$ cat src/rtl/pipe_stall_ctrl_pkg.sv
// Shared types and constants for the pipeline stall controller.
// Holds the FSM state enum, XZR index and the register/counter widths.
package pipe_ctrl_pkg;

  localparam int REG_W  = 5;
  localparam int CNT_W  = 32;
  localparam int WCNT_W = 8;

  localparam logic [REG_W-1:0] XZR = 5'd31;

  typedef enum logic [1:0] {
    RUN      = 2'd0,
    MEM_WAIT = 2'd1,
    ERROR    = 2'd2
  } state_t;

  typedef struct packed {
    logic pc_en;
    logic pr1_en;
    logic pr2_en;
    logic pr3_en;
    logic pr4_en;
    logic pr2_bubble;
    logic pr4_bubble;
  } ctrl_t;

  // Every stage advances, nothing squashed.
  function automatic ctrl_t ctrl_go();
    ctrl_t c;
    c.pc_en      = 1'b1;
    c.pr1_en     = 1'b1;
    c.pr2_en     = 1'b1;
    c.pr3_en     = 1'b1;
    c.pr4_en     = 1'b1;
    c.pr2_bubble = 1'b0;
    c.pr4_bubble = 1'b0;
    return c;
  endfunction

  // Load-use: hold PC and IF/ID, inject a bubble into ID/EX.
  function automatic ctrl_t ctrl_stall();
    ctrl_t c;
    c.pc_en      = 1'b0;
    c.pr1_en     = 1'b0;
    c.pr2_en     = 1'b1;
    c.pr3_en     = 1'b1;
    c.pr4_en     = 1'b1;
    c.pr2_bubble = 1'b1;
    c.pr4_bubble = 1'b0;
    return c;
  endfunction

  // Memory wait: freeze the front, drain a bubble into MEM/WB.
  function automatic ctrl_t ctrl_hold();
    ctrl_t c;
    c.pc_en      = 1'b0;
    c.pr1_en     = 1'b0;
    c.pr2_en     = 1'b0;
    c.pr3_en     = 1'b0;
    c.pr4_en     = 1'b1;
    c.pr2_bubble = 1'b0;
    c.pr4_bubble = 1'b1;
    return c;
  endfunction

  // Everything frozen, no bubbles.
  function automatic ctrl_t ctrl_dead();
    ctrl_t c;
    c = '0;
    return c;
  endfunction

endpackage

$ cat src/rtl/pipe_stall_ctrl_hazard_detect.sv
// Combinational load-use hazard detector between the EX and ID stages.
// Ports: id_rn/id_rm (ID sources), ex_memread/ex_rd (EX load), load_use.
module hazard_detect
  import pipe_ctrl_pkg::*;
(
  input  logic [REG_W-1:0] id_rn,
  input  logic [REG_W-1:0] id_rm,
  input  logic             ex_memread,
  input  logic [REG_W-1:0] ex_rd,
  output logic             load_use
);

  logic rd_live;
  logic rd_match;

  // XZR reads as zero, so a load targeting it never feeds anyone.
  assign rd_live  = ex_memread && (ex_rd != XZR);
  assign rd_match = (ex_rd == id_rn) || (ex_rd == id_rm);
  assign load_use = rd_live && rd_match;

endmodule

$ cat src/rtl/pipe_stall_ctrl.sv
// Pipeline stall controller: memory-wait freeze, load-use stall, timeout.
// Ports: clock/reset, ID/EX/MEM hazard inputs, dmem_req/dmem_ack,
// stage enables + bubbles, sticky err, stall_cycles.
// Option: PIPE_STALL_CNT_EN enables the stall_cycles counter.
module pipe_stall_ctrl
  import pipe_ctrl_pkg::*;
#(
  parameter int WAIT_TIMEOUT = 255
) (
  input  logic             clock,
  input  logic             reset,
  input  logic [REG_W-1:0] id_rn,
  input  logic [REG_W-1:0] id_rm,
  input  logic             ex_memread,
  input  logic [REG_W-1:0] ex_rd,
  input  logic             mem_memread,
  input  logic             mem_memwrite,
  input  logic             dmem_ack,
  output logic             dmem_req,
  output logic             pc_en,
  output logic             pr1_en,
  output logic             pr2_en,
  output logic             pr3_en,
  output logic             pr4_en,
  output logic             pr2_bubble,
  output logic             pr4_bubble,
  output logic             err,
  output logic [CNT_W-1:0] stall_cycles
);

  localparam logic [WCNT_W-1:0] TMO = WCNT_W'(WAIT_TIMEOUT);
  localparam logic [WCNT_W-1:0] WMAX = '1;

  state_t            st;
  state_t            st_eff;
  logic [WCNT_W-1:0] wait_cnt;
  logic              memacc;
  logic              load_use;
  ctrl_t             ctrl;

  assign memacc = mem_memread || mem_memwrite;

  hazard_detect u_hazard (
    .id_rn      (id_rn),
    .id_rm      (id_rm),
    .ex_memread (ex_memread),
    .ex_rd      (ex_rd),
    .load_use   (load_use)
  );

  // While reset is held the outputs decode as if already in RUN.
  assign st_eff = reset ? RUN : st;

  always_comb begin
    ctrl     = ctrl_dead();
    dmem_req = 1'b0;
    err      = 1'b0;
    unique case (st_eff)
      RUN: begin
        dmem_req = memacc;
        if (memacc && !dmem_ack) begin
          ctrl = ctrl_hold();
        end else if (load_use) begin
          ctrl = ctrl_stall();
        end else begin
          ctrl = ctrl_go();
        end
      end
      MEM_WAIT: begin
        dmem_req = memacc;
        if (!dmem_ack) begin
          ctrl = ctrl_hold();
        end else if (load_use) begin
          ctrl = ctrl_stall();
        end else begin
          ctrl = ctrl_go();
        end
      end
      ERROR: begin
        err = 1'b1;
      end
      default: begin
        err = 1'b1;
      end
    endcase
  end

  assign pc_en      = ctrl.pc_en;
  assign pr1_en     = ctrl.pr1_en;
  assign pr2_en     = ctrl.pr2_en;
  assign pr3_en     = ctrl.pr3_en;
  assign pr4_en     = ctrl.pr4_en;
  assign pr2_bubble = ctrl.pr2_bubble;
  assign pr4_bubble = ctrl.pr4_bubble;

  always_ff @(posedge clock) begin
    if (reset) begin
      st       <= RUN;
      wait_cnt <= '0;
    end else begin
      unique case (st)
        RUN: begin
          if (memacc && !dmem_ack) begin
            st       <= MEM_WAIT;
            wait_cnt <= WCNT_W'(1);
          end
        end
        MEM_WAIT: begin
          // An ack in the timeout cycle still completes the access.
          if (dmem_ack) begin
            st       <= RUN;
            wait_cnt <= '0;
          end else begin
            if (wait_cnt == TMO) begin
              st <= ERROR;
            end
            if (wait_cnt != WMAX) begin
              wait_cnt <= wait_cnt + WCNT_W'(1);
            end
          end
        end
        ERROR: begin
          st <= ERROR;
        end
        default: begin
          st <= ERROR;
        end
      endcase
    end
  end

`ifdef PIPE_STALL_CNT_EN
  logic [CNT_W-1:0] stall_q;

  // Counts every frozen-PC cycle, ERROR included; saturates.
  always_ff @(posedge clock) begin
    if (reset) begin
      stall_q <= '0;
    end else if (!ctrl.pc_en && (stall_q != '1)) begin
      stall_q <= stall_q + CNT_W'(1);
    end
  end

  assign stall_cycles = stall_q;
`else
  assign stall_cycles = '0;
`endif

endmodule

$ cat config.mk
export PLATFORM = sky130hd
export DESIGN_NAME = pipe_stall_ctrl
export DESIGN_NICKNAME = d
export VERILOG_FILES = /design/src/rtl/pipe_stall_ctrl_pkg.sv /design/src/rtl/pipe_stall_ctrl_hazard_detect.sv /design/src/rtl/pipe_stall_ctrl.sv
export SDC_FILE = /design/constraint.sdc
export NUM_CORES = 1
export LEC_CHECK = 0
export ABC_AREA = 1
export BUFFER_PORTS_ARGS = -buffer_cell sky130_fd_sc_hd__buf_2
export CAP_MARGIN = 15
export CORE_UTILIZATION = 48
export CTS_CLUSTER_SIZE = 40
export DETAILED_ROUTE_END_ITERATION = 8
export PLACE_DENSITY = 0.86
export REMOVE_ABC_BUFFERS = 1
export SYNTH_ARGS = -nofsm -noshare
export SYNTH_HDL_FRONTEND = slang
export SYNTH_SLANG_ARGS = --single-unit
$ cat constraint.sdc
create_clock -name clock -period 3.35 [get_ports clock]
set_clock_uncertainty 0.2 [all_clocks]
set_input_delay 0.5025 -clock clock [delete_from_list [all_inputs] [get_ports clock]]
set_output_delay 0.5025 -clock clock [all_outputs]
set_load 0.01 [all_outputs]
; ---- Word level (Yosys, flattened, before mapping)
; Index checks and enable logic that the tools add are counted.
; W data, S select, Z words.
[totals]
ff_bits = 10
inputBits = 21
wordCells = 40
[classes]
add_sub_neg = 1
n_eq_ne = 10
muxes = 15
reduce_logical = 12
[ops]
columns = cell, count
row1 = $mux W8, 3
row2 = $mux W7, 3
row3 = $pmux W8 S2, 1
row4 = $pmux W7 S2, 1
row5 = $eq A5 B5 Y1, 2
row6 = $add A8 B1 Y8 const B, 1
row7 = $eq A8 B8 Y1 const B, 1
row8 = $mux W2, 4
row9 = $ne A8 B8 Y1 const B, 1
row10 = $ne A3 B3 Y1 const B, 2
row11 = $ne A5 B5 Y1 const B, 1
row12 = $eq A2 B1 Y1 const B, 2
row13 = $logic_not A2 Y1, 2
row14 = $pmux W2 S2, 1
row15 = $logic_and A1 B1 Y1, 3
row16 = $reduce_and A3 Y1, 1
row17 = $logic_or A1 B1 Y1, 2
row18 = $mux W1, 2
row19 = $ne A2 B2 Y1 const B, 1
row20 = $reduce_and A2 Y1, 1
row21 = $reduce_bool A2 Y1, 1
row22 = $reduce_or A2 Y1, 1
row23 = $logic_not A1 Y1, 1

; ---- Longest topological paths before layout
[depth]
ltp_word = 6
mapped_depth = 8
mapped_depth_nobuf = 8

; ---- By module
; From an unflattened synthesis, not the netlist that was laid out.
[hier_totals]
hier_cells = 183
area_unflattened_um2 = 1101.1
[modules_own_cells]
columns = mod, n_inst, cells_per_inst, area_each_um2
row1 = pipe_stall_ctrl, 1, 138, 903.4
row2 = hazard_detect, 1, 45, 197.7

; ---- Worst setup path before layout
; No wires, ideal clock.
[synth_timing]
path_kind = input to output
from = input port mem_memwrite
to = output port pr1_en
arrival_ns = 1.400
path_slack_ns = 1.247
cell_stages = 6
path_buffers = 1
path_cell_list = o21ai_2 -> inv_2 -> a31oi_1 -> nand2_1 -> a21oi_1 -> buf_4
[synth_via]
elab_chain_len = 4
[synth_lines]
columns = item, line
row1 = start: declaration, pipe_stall_ctrl.sv:17  ; input logic mem_memwrite,
row2 = $logic_or A1 B1 Y1, pipe_stall_ctrl.sv:41  ; assign memacc = mem_memread || mem_memwrite;
row3 = $logic_and A1 B1 Y1, pipe_stall_ctrl.sv:61  ; if (memacc && !dmem_ack) begin
row4 = $mux W7, pipe_stall_ctrl.sv:61
row5 = $pmux W7 S2, pipe_stall_ctrl.sv:58  ; unique case (st_eff)
row6 = end: declaration, pipe_stall_ctrl.sv:21  ; output logic pr1_en,
; No other way between the ends.

; ---- Worst setup path after layout
[layout_timing]
from = input port reset
to = output port pc_en
[layout_via]
elab_chain_len = 3
[layout_lines]
columns = item, line
row1 = start: declaration, pipe_stall_ctrl.sv:11  ; input logic reset,
row2 = $mux W2 (*), pipe_stall_ctrl.sv:52  ; assign st_eff = reset ? RUN : st;
row3 = $eq A2 B1 Y1 or $logic_not A2 Y1 (tied branches), pipe_stall_ctrl.sv:58
row4 = $pmux W7 S2 (*), pipe_stall_ctrl.sv:58
row5 = end: declaration, pipe_stall_ctrl.sv:20  ; output logic pc_en,
; Every way passes the cells marked *; elsewhere a longest branch is shown, timed or not.

==> results.toml <==
[synth]
post_synthesis_sequential_element_count = 10
ys_seq_area_share_pct = 18.14
synthesized_area_per_cell_sq_um = 6.165
post_synth_inst_count = 179
synth.cell_area_sq_um = 1104
count_of_distinct_cell_types_in_the_synthesized_netlist = 25
synthesis_warnings = 0

[sta]
finalWorstPathRequiredPeriod_ns = 2.204
achievable-frequency_mhz = 453.7
fin_setup_tns_ns = 0
drv_slew = 0
finalHoldViolCount = 0
min_period_over_period_pct = 65.79
grt_setup_unrepaired = "no"
report.final.setup_viol = 0

[floorplanning]
placeableCoreArea_sq_um = 2062
std_cell_rows = 16
floorplan.die_area_sq_um = 2495
die_w_um = 49.95
floorplan.io_pins = 62
effective_utilization_at_floorplan_pct = 53.52
dieHeight_um = 49.95

[placement]
place_hpwl_um = 1768
placed_cells_incl_taps = 232
finalWeightedCongestion = 0.9203
portBuffers = 29

[worst_setup_path]
critPathLaunchType = "primary input"
timing.setup.critical_path_class = "in2out"
critical_path_required_time_ns = 2.65
cpMaxStageDelayCell = "a31oi_1"
crit_path_max_fanout = 7
cp-end-kind = "primary output"
critical_path.cell_chain = "buf_2, inv_1, a31oi_1, nand2_1, a21oi_1, buf_2"
crit_path_max_incr_delay_ns = 0.23
cpMostUsedCell = "buf_2"
timing.critical_path.arrival_ns = 1.50

[grt]
grt_pass1_vias = 818
grt_first_pass_wirelength_um = 3229
grt_antenna_before_repair = 0
globalRouteOverflowTotal = 0
grt_start_max_net_pins = 10
globalRouteTotalUtil_pct = 16.70

[clock_tree]
tritoncts = "built"
clockBufferDepth = 2
holdBufCountCts = 0
postCtsResizedCells = 0
worst_setup_hold_path_clk_slew_ns = 0.07
clk_root_buffer_cell = "clkbuf_4"
clock_latency_on_the_worst_skew_pair_ns = 0.27
cts_setup_buffers = 0
htreeDepth = 1
numClockSinks = 10
cts_inserted_buffers = 3

[route]
detail_route.vias_per_cell = 4.386
drt-wirelength-per-cell_um = 9.106
wl_um = 2149
route.antenna.remaining_nets = 0
routed-via-count = 1035
detailedRoute.firstIterationViolations = 40
drt_drc_violations_left = 0
drtPass1Iterations = 4

[min_path]
hold_path_class = "in2reg"

[pwr]
power.static_leakage_uw = 0.0006452
pwr_dens_nw_per_um2 = 282.4
vdd_ir_drop_max_uv = 227.1

[layout]
seqCellArea_sq_um = 200.2
synthToLayoutAreaGrowth_pct = 6.916
fin_nets = 232
final.fill_count = 205
final_layout_size_suffix_gt1_share_pct = 22.01
layoutNonFillerInstCount = 236
multi_input_comb_area_sq_um = 664.4
antenna_cells = 0

[flow_run]
max_cap_violations = 0

[outcome]
run_status = "completed"
## Yosys cell counts
master | instances | share of area (%)
nand3_1 | 7 | 3.2
nor2_4 | 1 | 1.0
a31oi_1 | 1 | 0.57
xnor2_1 | 2 | 1.6
o21ai_2 | 1 | 0.79
a21oi_1 | 8 | 3.6
or2_2 | 2 | 1.1
inv_2 | 2 | 0.68
dfxtp_1 | 10 | 18
nor2_1 | 24 | 8.2
inv_1 | 23 | 7.8
o21ai_0 | 3 | 1.4
conb_1 | 1 | 0.34
nand2_2 | 1 | 0.57
nand2_1 | 41 | 14
xor2_1 | 2 | 1.6
ha_1 | 1 | 1.1
nor2_2 | 2 | 1.1
inv_4 | 1 | 0.57
a21boi_0 | 1 | 0.68
nand2_4 | 1 | 1.0
nand3_4 | 2 | 3.2
nand4_1 | 7 | 4.0
o21a_1 | 1 | 0.68
buf_4 | 34 | 23
## cells by family (layout without fill, tap and decap cells)
logic type	count (synthesis)	in the layout	synth area share (%)
other	1	32	0.3398
adder cells (fa/ha/maj)	1	1	1.134
buffers and inverters	60	59	32.20
AO/OA/AOI/OAI	15	15	7.711
XOR/XNOR	4	4	3.175
AND/OR/NAND/NOR	88	88	37.30
flip-flops	10	10	18.14
## metrics by stage
stage / hold slack, ns / area, sq um / setup slack [ns] / power [uW] / util (%)
6_report: 0.2794 / 1180 / 1.146 / 333.2 / 57.22
5_1_grt: 0.2791 / 1180 / 1.056 / 355.9 / 57.22
3_3_place_gp: 0.2849 / 1144 / 1.193 / 222.5 / 55.46
4_1_cts: 0.2745 / 1180 / 1.167 / 334.4 / 57.22
3_5_place_dp: 0.2961 / 1144 / 1.174 / 224.0 / 55.46
2_1_floorplan: 0.2565 / 964.7 / 1.323 / 192.2 / -
## report_power, final
group | internal (uW) | switching (uW) | total, uW
Clock | 66.1 | 44.6 | 111
Sequential | 123 | 4.71 | 128
Combinational | 32.9 | 61.9 | 94.7
Total | 222 | 111 | 333
## state kept, by name (all words and copies together), names as in the netlist
| register | count |
|---|---|
| wait_cnt | 8 |
| st | 2 |
## per-layer routing
metal	share of wire, %	vias to the layer above	wire, um	GRT usage, %
li1	-	549	-	-
met1	44	435	935	20.63
met2	47	49	1010	28.38
met3	8.6	2	184	4.012
met4	0.88	0	19	4.762
met5	0	-	0	0
## placed cells by master (no fill, tap or decap), drive strengths merged
cell / count
buf: 29
nand3: 9
nand2: 43
a21boi: 1
inv: 26
conb: 32
o21ai: 4
or2: 2
clkbuf: 4
xnor2: 2
xor2: 2
dfxtp: 10
a31oi: 1
nor2: 27
a21oi: 8
o21a: 1
ha: 1
nand4: 7
## layout make-up
cell class,count,area share (%)
Clock buffer,4,3.075
Sequential cell,10,16.97
Multi-Input combinational cell,140,56.31
Tap cell,27,2.863
Inverter,26,8.484
Timing Repair Buffer,29,12.30
## final timing paths
path	startpoint	end	slack (ns)	cells after the start
worst min register to register	wait_cnt[4]	wait_cnt[4]	0.31	2
worst min-delay path	reset	wait_cnt[4]	0.28	2
worst max register to register	wait_cnt[0]	st[0]	1.75	6
worst max-delay path	reset	pc_en	1.15	6
## critical path: cells and delay by family
family	cells	cell delay [ns]
buf+inv	3	0.45
compound gates	2	0.43
simple gates	1	0.12
No activity file was read; power rests on OpenSTA's default activity.
